==> src/rtl/vga_pkg.sv <==
// Shared constants for the VGA tile renderer: screen geometry, tile codes and palette.
package vga_pkg;

    localparam int HD        = 640;
    localparam int VD        = 480;
    localparam int TILE_LOG2 = 5;

    localparam logic [2:0] FLOOR      = 3'd0;
    localparam logic [2:0] WALL       = 3'd1;
    localparam logic [2:0] PIPE_CLEAN = 3'd2;
    localparam logic [2:0] PIPE_DIRTY = 3'd3;

    localparam logic [23:0] RGB_BLACK      = 24'h000000;
    localparam logic [23:0] RGB_FLOOR      = 24'h202020;
    localparam logic [23:0] RGB_WALL       = 24'h808080;
    localparam logic [23:0] RGB_PIPE_CLEAN = 24'h0000FF;
    localparam logic [23:0] RGB_PIPE_DIRTY = 24'h8B4513;
    localparam logic [23:0] RGB_RESERVED   = 24'hFF00FF;

    // The robot body occupies the central 16x16 pixels of its 32x32 tile.
    function automatic logic in_sprite(input logic [TILE_LOG2-1:0] off);
        return (off >= 5'd8) && (off <= 5'd23);
    endfunction

endpackage

==> src/rtl/tile_color_lut.sv <==
// Combinational palette lookup from a 3-bit tile code to a 24-bit {R,G,B} colour.
module tile_color_lut
    import vga_pkg::*;
(
    input  logic [2:0]  tile,
    output logic [23:0] rgb
);

    always_comb begin
        rgb = RGB_RESERVED;
        case (tile)
            FLOOR:      rgb = RGB_FLOOR;
            WALL:       rgb = RGB_WALL;
            PIPE_CLEAN: rgb = RGB_PIPE_CLEAN;
            PIPE_DIRTY: rgb = RGB_PIPE_DIRTY;
            default:    rgb = RGB_RESERVED;
        endcase
    end

endmodule

==> src/rtl/vga_tile_renderer.sv <==
// Three-stage pixel-colour pipeline: map address, tile fetch plus robot test, then RGB/sync output.
module vga_tile_renderer
    import vga_pkg::*;
#(
    parameter int          MAP_COLS  = 20,
    parameter int          MAP_ROWS  = 15,
    parameter int          ADDR_W    = 9,
    parameter logic [23:0] ROBOT_RGB = 24'hFFFF00
) (
    input  logic              clock_50,
    input  logic              reset_key,
    input  logic              clock_25,
    input  logic [9:0]        pixel_x,
    input  logic [9:0]        pixel_y,
    input  logic              video_on,
    input  logic              hs_in,
    input  logic              vs_in,
    input  logic [4:0]        robot_col,
    input  logic [3:0]        robot_row,
    output logic [ADDR_W-1:0] map_addr,
    input  logic [2:0]        map_data,
    output logic              frame_tick,
    output logic [7:0]        vga_r,
    output logic [7:0]        vga_g,
    output logic [7:0]        vga_b,
    output logic              vga_hs,
    output logic              vga_vs
);

    logic [4:0]        tile_col;
    logic [3:0]        tile_row;
    logic [ADDR_W-1:0] row_ext;
    logic [ADDR_W-1:0] addr_next;
    logic              frame_latch;

    logic [4:0] lat_col;
    logic [3:0] lat_row;
    logic       robot_in_grid;

    logic       s0_valid, s0_video, s0_hs, s0_vs;
    logic [4:0] s0_col, s0_xoff, s0_yoff;
    logic [3:0] s0_row;

    logic       s1_valid, s1_video, s1_hs, s1_vs, s1_hit, s1_border;
    logic [2:0] s1_tile;

    logic       hit_next;
    logic [23:0] lut_rgb;
    logic [23:0] rgb_next;

    assign tile_col    = pixel_x[9:TILE_LOG2];
    assign tile_row    = pixel_y[8:TILE_LOG2];
    // row*20 without a multiplier: row*16 + row*4.
    assign row_ext     = ADDR_W'(tile_row);
    assign addr_next   = (row_ext << 4) + (row_ext << 2) + ADDR_W'(tile_col);
    assign frame_latch = (pixel_x == 10'd0) && (pixel_y == 10'(VD));

    assign robot_in_grid = (lat_col < 5'(MAP_COLS)) && (lat_row < 4'(MAP_ROWS));
    assign hit_next = s0_video && robot_in_grid && (s0_col == lat_col) && (s0_row == lat_row)
                      && in_sprite(s0_xoff) && in_sprite(s0_yoff);

    // Robot position is only sampled during vertical blanking so a frame never tears.
    always_ff @(posedge clock_50 or negedge reset_key) begin
        if (!reset_key) begin
            lat_col    <= 5'd31;
            lat_row    <= 4'd15;
            frame_tick <= 1'b0;
        end else begin
            frame_tick <= clock_25 && frame_latch;
            if (clock_25 && frame_latch) begin
                lat_col <= robot_col;
                lat_row <= robot_row;
            end
        end
    end

    always_ff @(posedge clock_50 or negedge reset_key) begin
        if (!reset_key) begin
            map_addr <= '0;
            s0_valid <= 1'b0;
            s0_video <= 1'b0;
            s0_hs    <= 1'b1;
            s0_vs    <= 1'b1;
            s0_col   <= '0;
            s0_row   <= '0;
            s0_xoff  <= '0;
            s0_yoff  <= '0;
        end else if (clock_25) begin
            if (video_on) begin
                map_addr <= addr_next;
            end
            s0_valid <= 1'b1;
            s0_video <= video_on;
            s0_hs    <= hs_in;
            s0_vs    <= vs_in;
            s0_col   <= tile_col;
            s0_row   <= tile_row;
            s0_xoff  <= pixel_x[TILE_LOG2-1:0];
            s0_yoff  <= pixel_y[TILE_LOG2-1:0];
        end
    end

    always_ff @(posedge clock_50 or negedge reset_key) begin
        if (!reset_key) begin
            s1_valid  <= 1'b0;
            s1_video  <= 1'b0;
            s1_hs     <= 1'b1;
            s1_vs     <= 1'b1;
            s1_tile   <= '0;
            s1_hit    <= 1'b0;
            s1_border <= 1'b0;
        end else if (clock_25) begin
            s1_valid  <= s0_valid;
            s1_video  <= s0_video;
            s1_hs     <= s0_hs;
            s1_vs     <= s0_vs;
            s1_tile   <= map_data;
            s1_hit    <= hit_next;
            s1_border <= (s0_xoff == 5'd0) || (s0_yoff == 5'd0);
        end
    end

    tile_color_lut u_lut (
        .tile (s1_tile),
        .rgb  (lut_rgb)
    );

    // Blanking beats the robot, which beats grid lines, which beat the tile palette.
    always_comb begin
        rgb_next = RGB_BLACK;
        if (!s1_valid || !s1_video) begin
            rgb_next = RGB_BLACK;
        end else if (s1_hit) begin
            rgb_next = ROBOT_RGB;
        end else if (s1_border) begin
            rgb_next = RGB_BLACK;
        end else begin
            rgb_next = lut_rgb;
        end
    end

    always_ff @(posedge clock_50 or negedge reset_key) begin
        if (!reset_key) begin
            vga_r  <= 8'd0;
            vga_g  <= 8'd0;
            vga_b  <= 8'd0;
            vga_hs <= 1'b1;
            vga_vs <= 1'b1;
        end else if (clock_25) begin
            {vga_r, vga_g, vga_b} <= rgb_next;
            vga_hs <= s1_hs;
            vga_vs <= s1_vs;
        end
    end

endmodule
==> config.mk <==
export PLATFORM = sky130hd
export DESIGN_NAME = vga_tile_renderer
export DESIGN_NICKNAME = d
export VERILOG_FILES = /design/src/rtl/vga_pkg.sv /design/src/rtl/tile_color_lut.sv /design/src/rtl/vga_tile_renderer.sv
export SDC_FILE = /design/constraint.sdc
export NUM_CORES = 1
export LEC_CHECK = 0
export BUFFER_PORTS_ARGS = -buffer_cell sky130_fd_sc_hd__buf_2
export CORE_MARGIN = 3
export CORE_UTILIZATION = 40
export CTS_CLUSTER_DIAMETER = 100
export DETAILED_ROUTE_END_ITERATION = 16
export GPL_ROUTABILITY_DRIVEN = 0
export MAX_ROUTING_LAYER = met4
export PLACE_DENSITY = 0.69
export SLEW_MARGIN = 20
export SYNTH_ARGS = -nofsm -noshare
export SYNTH_HDL_FRONTEND = slang
export SYNTH_SLANG_ARGS = --single-unit
==> constraint.sdc <==
create_clock -name clock_50 -period 1.45 [get_ports clock_50]
set_clock_uncertainty 0.05 [all_clocks]
set_input_delay 0 -clock clock_50 [delete_from_list [all_inputs] [get_ports clock_50]]
set_output_delay 0 -clock clock_50 [all_outputs]
set_load 0.1 [all_outputs]
==> impl_metrics.env <==
export IMPL_dieWidth_um=92.2
export IMPL_synthAdderAreaFrac=0.0429
export IMPL_start_util=0.426
export IMPL_pwr_share_clk=0.282
export IMPL_synth_top_family_by_area="multiplexers"
export IMPL_hpwl_mm=4.45
export IMPL_finalSetupViolations=0
export IMPL_viasPerCell=4.82
export IMPL_crit_path_end_kind="flip-flop"
export IMPL_clockBufferDepth=2
export IMPL_ys_seq_area_frac=0.553
export IMPL_pwr_share_comb=0.308
export IMPL_synth_fp_nets=284
export IMPL_drt_iter0_markers=116
export IMPL_path_cells="dlygate4sd3_1 -> buf_2 -> nor2_2 -> nand2_2 -> nor3_4 -> clkbuf_16 -> mux2_2"
export IMPL_cp_required_ps=1660
export IMPL_yosys_area_share_xor_xnor=0.0354
export IMPL_dr_total_vias=2173
export IMPL_placed_area_um2=3480
export IMPL_finalHoldViolCount=2
export IMPL_postSynthAreaPerCell_um2=12.5
export IMPL_hold_path_class="in -> reg"
export IMPL_die_y_um=92.2
export IMPL_grt_antenna_before_repair=0
export IMPL_synth_warnings=0
export IMPL_antennaDiodeCount=0
export IMPL_io_buffers=73
export IMPL_synth_cell_type_count=35
export IMPL_core_area_um2=6980
export IMPL_final_max_slew_viol_count=0
export IMPL_min_period_ps=1430
export IMPL_yosys_area_share_simple=0.0939
export IMPL_cellLeakagePower_nw=1.92
export IMPL_internal_power_mw=3.22
export IMPL_drc=0
export IMPL_whs_ps=-39.3
export IMPL_path_max_fanout=4
export IMPL_maxCapViolCount=0
export IMPL_antenna_left=0
export IMPL_seqPwrFrac=0.410
export IMPL_worst_pin_slew_ps=490
export IMPL_holdBufCountCts=35
export IMPL_grt_first_pass_wirelength_mm=10.8
export IMPL_wl_per_cell_um=14.3
export IMPL_use_met3=0.0369
export IMPL_p_switching_mw=1.96
export IMPL_grt_pass1_vias=2170
export IMPL_status="finished, violations left"
export IMPL_crit_arrival_ps=1640
export IMPL_synth_compound_area_frac=0.0585
export IMPL_cp_slowest_cell="dlygate4sd3_1"
export IMPL_nets=397
export IMPL_grt_use_total=0.166
export IMPL_grt_overflow=0
export IMPL_p_per_area_nw_per_um2=1280
export IMPL_area_growth_syn_to_layout_pct=36.1
export IMPL_crit_family="buffers and inverters"
export IMPL_path_class="in -> reg"
export IMPL_wirelength_mm=6.44
export IMPL_synth_mux_area_frac=0.159
export IMPL_numCtsBuffers=9
export IMPL_core_rowCount=30
export IMPL_clock_sinks=65
export IMPL_max_stage_delay_ps=530
export IMPL_met2_usage=0.256
export IMPL_cts_root_buffer="clkbuf_8"
export IMPL_peakVddDrop_uv=551
export IMPL_violations="hold timing"
export IMPL_crit_buf_inv=3
export IMPL_dieArea_um2=8500
export IMPL_p_sw_frac=0.378
export IMPL_use_met1=0.218
export IMPL_first_pass_iters=4
export IMPL_clk_latency_ps=330
export IMPL_timing_fmax_mhz=698
export IMPL_drive_gt1_frac=0.465
export IMPL_ys_seq_elements=65
export IMPL_fin_crit_sh=0.988
export IMPL_max_slew_margin=0.676
export IMPL_postLayoutCellArea_um2=4050
export IMPL_htreeDepth=3
export IMPL_synthCells=237
export IMPL_grt_max_degree=66
export IMPL_cts_tree="done"
export IMPL_gr_max_usage_layer="met2"
export IMPL_syn_area_um2=2970
export IMPL_pin_count=74
export IMPL_critPathLaunchType="input pin"
export IMPL_cts_clk_slew_worst_paths_ps=70
-- worst reg2reg max path, cell delays in order (launching register included) --
cell           delay [ps]
dfrtp_1               420
mux2_2                270
dlygate4sd3_1         560
-- power by group through the flow --
stage	combinational [mW]	sequential, mW	clock (mW)
after floorplan	0.564	2.81	0
after global placement	1.52	2.14	0
after detailed placement	1.53	2.15	0
after CTS	1.61	2.12	1.50
after global routing	1.67	2.15	1.58
final	1.60	2.12	1.46
-- cell usage in the layout, fill, tap and decap left out, types with 2 or more instances in the layout --
cell,n
nand2_1,11
or4_1,2
mux2_2,42
a21o_1,2
buf_2,71
nor2_1,6
dfstp_2,15
a21oi_1,2
dlygate4sd3_1,33
xnor2_1,4
nand2b_1,5
dfrtp_1,50
o21ai_0,11
nor4_1,4
buf_12,3
clkbuf_8,13
o22ai_1,5
xor2_1,8
ha_1,7
buf_4,12
clkinv_2,2
o21a_1,2
nand4_1,2
nand3_1,9
inv_1,13
o221ai_1,2
-- metrics by stage --
stage	instances	power, mW	util	setup TNS (ps)	setup slack [ps]
after floorplan	237	3.37	-	-7.26	-7.26
after global placement	401	3.66	0.499	-887	-172
after detailed placement	401	3.68	0.499	-1190	-209
after CTS	452	5.23	0.577	0	18.5
after global routing	451	5.40	0.580	-63.5	-20.4
final	451	5.17	0.580	0	16.9
-- registers in the layout (all words and copies together) (netlist names), 3 cells and up --
name / flops
s0_row: 4
s0_xoff: 5
vga_r: 4
map_addr: 9
s0_col: 5
lat_col: 5
s1_tile: 3
lat_row: 4
vga_g: 4
s0_yoff: 5
vga_b: 4
-- cells by family (layout without fill, tap and decap cells) --
group	Yosys count	count (layout)
flops	65	65
simple gates	49	49
fa+ha+maj	9	9
mux	42	42
xor+xnor	12	12
compound gates	28	28
buf+inv	32	150
-- what timing repair did --
| action | in CTS | in global routing |
|---|---|---|
| endpoints found under the setup margin | 0 | 7 |
| resized for setup | 0 | 3 |
| setup buffers | 0 | 1 |
| endpoints found under the hold margin | 101 | 1 |
-- layer usage --
metal / part of all wire / up-vias
met4: 0.011 / 0
met5: 0 / -
li1: - / 1047
met1: 0.46 / 1064
met3: 0.042 / 7
met2: 0.49 / 55
-- synth_stat cells (all sizes together) --
cell type,n,area (um^2)
a21boi,1,7.51
a21o,2,15.0
a21oi,2,10.0
a31oi,1,6.26
buf,13,97.6
clkbuf,6,22.5
dfrtp,50,1250
dfstp,15,394
fa,2,40.0
ha,7,87.6
inv,13,48.8
mux2,42,473
nand2,12,45.0
nand2b,5,31.3
nand3,9,45.0
nand4,2,12.5
nand4b,1,8.76
nand4bb,1,11.3
nor2,7,26.3
nor2b,1,6.26
nor3,2,21.3
nor4,4,25.0
nor4b,1,15.0
nor4bb,1,10.0
o211ai,1,7.51
o21a,2,15.0
o21ai,11,55.1
o221ai,2,17.5
o22ai,5,31.3
o311ai,1,8.76
or2,1,6.26
or4,2,15.0
xnor2,4,35.0
xor2,8,70.1
-- worst paths after layout --
| kind | endpoint | slack (ps) | from | cells past startpoint |
|---|---|---|---|---|
| setup / recovery | lat_col[0] | 20 | pixel_x[1] | 7 |
| hold / removal | frame_tick | -40 | pixel_x[3] | 4 |
| setup reg to reg | s0_xoff[4] | 40 | s0_xoff[4] | 2 |
| hold reg to reg | s0_valid | 420 | s0_valid | 1 |
| max in group asynchronous | vga_hs | 870 | reset_key | 3 |
| min in group asynchronous | map_addr[1] | 150 | reset_key | 3 |
-- cell type report --
cell class	instances	area, um^2
sequential	65	1650
fill	612	2940
clock buffer	14	183
tap	96	120
timing repair buffer	121	873
multi-input combinational	140	1170
clock inverter	2	10.0
inverter	13	48.8
Power figures use the tool's default switching activity.
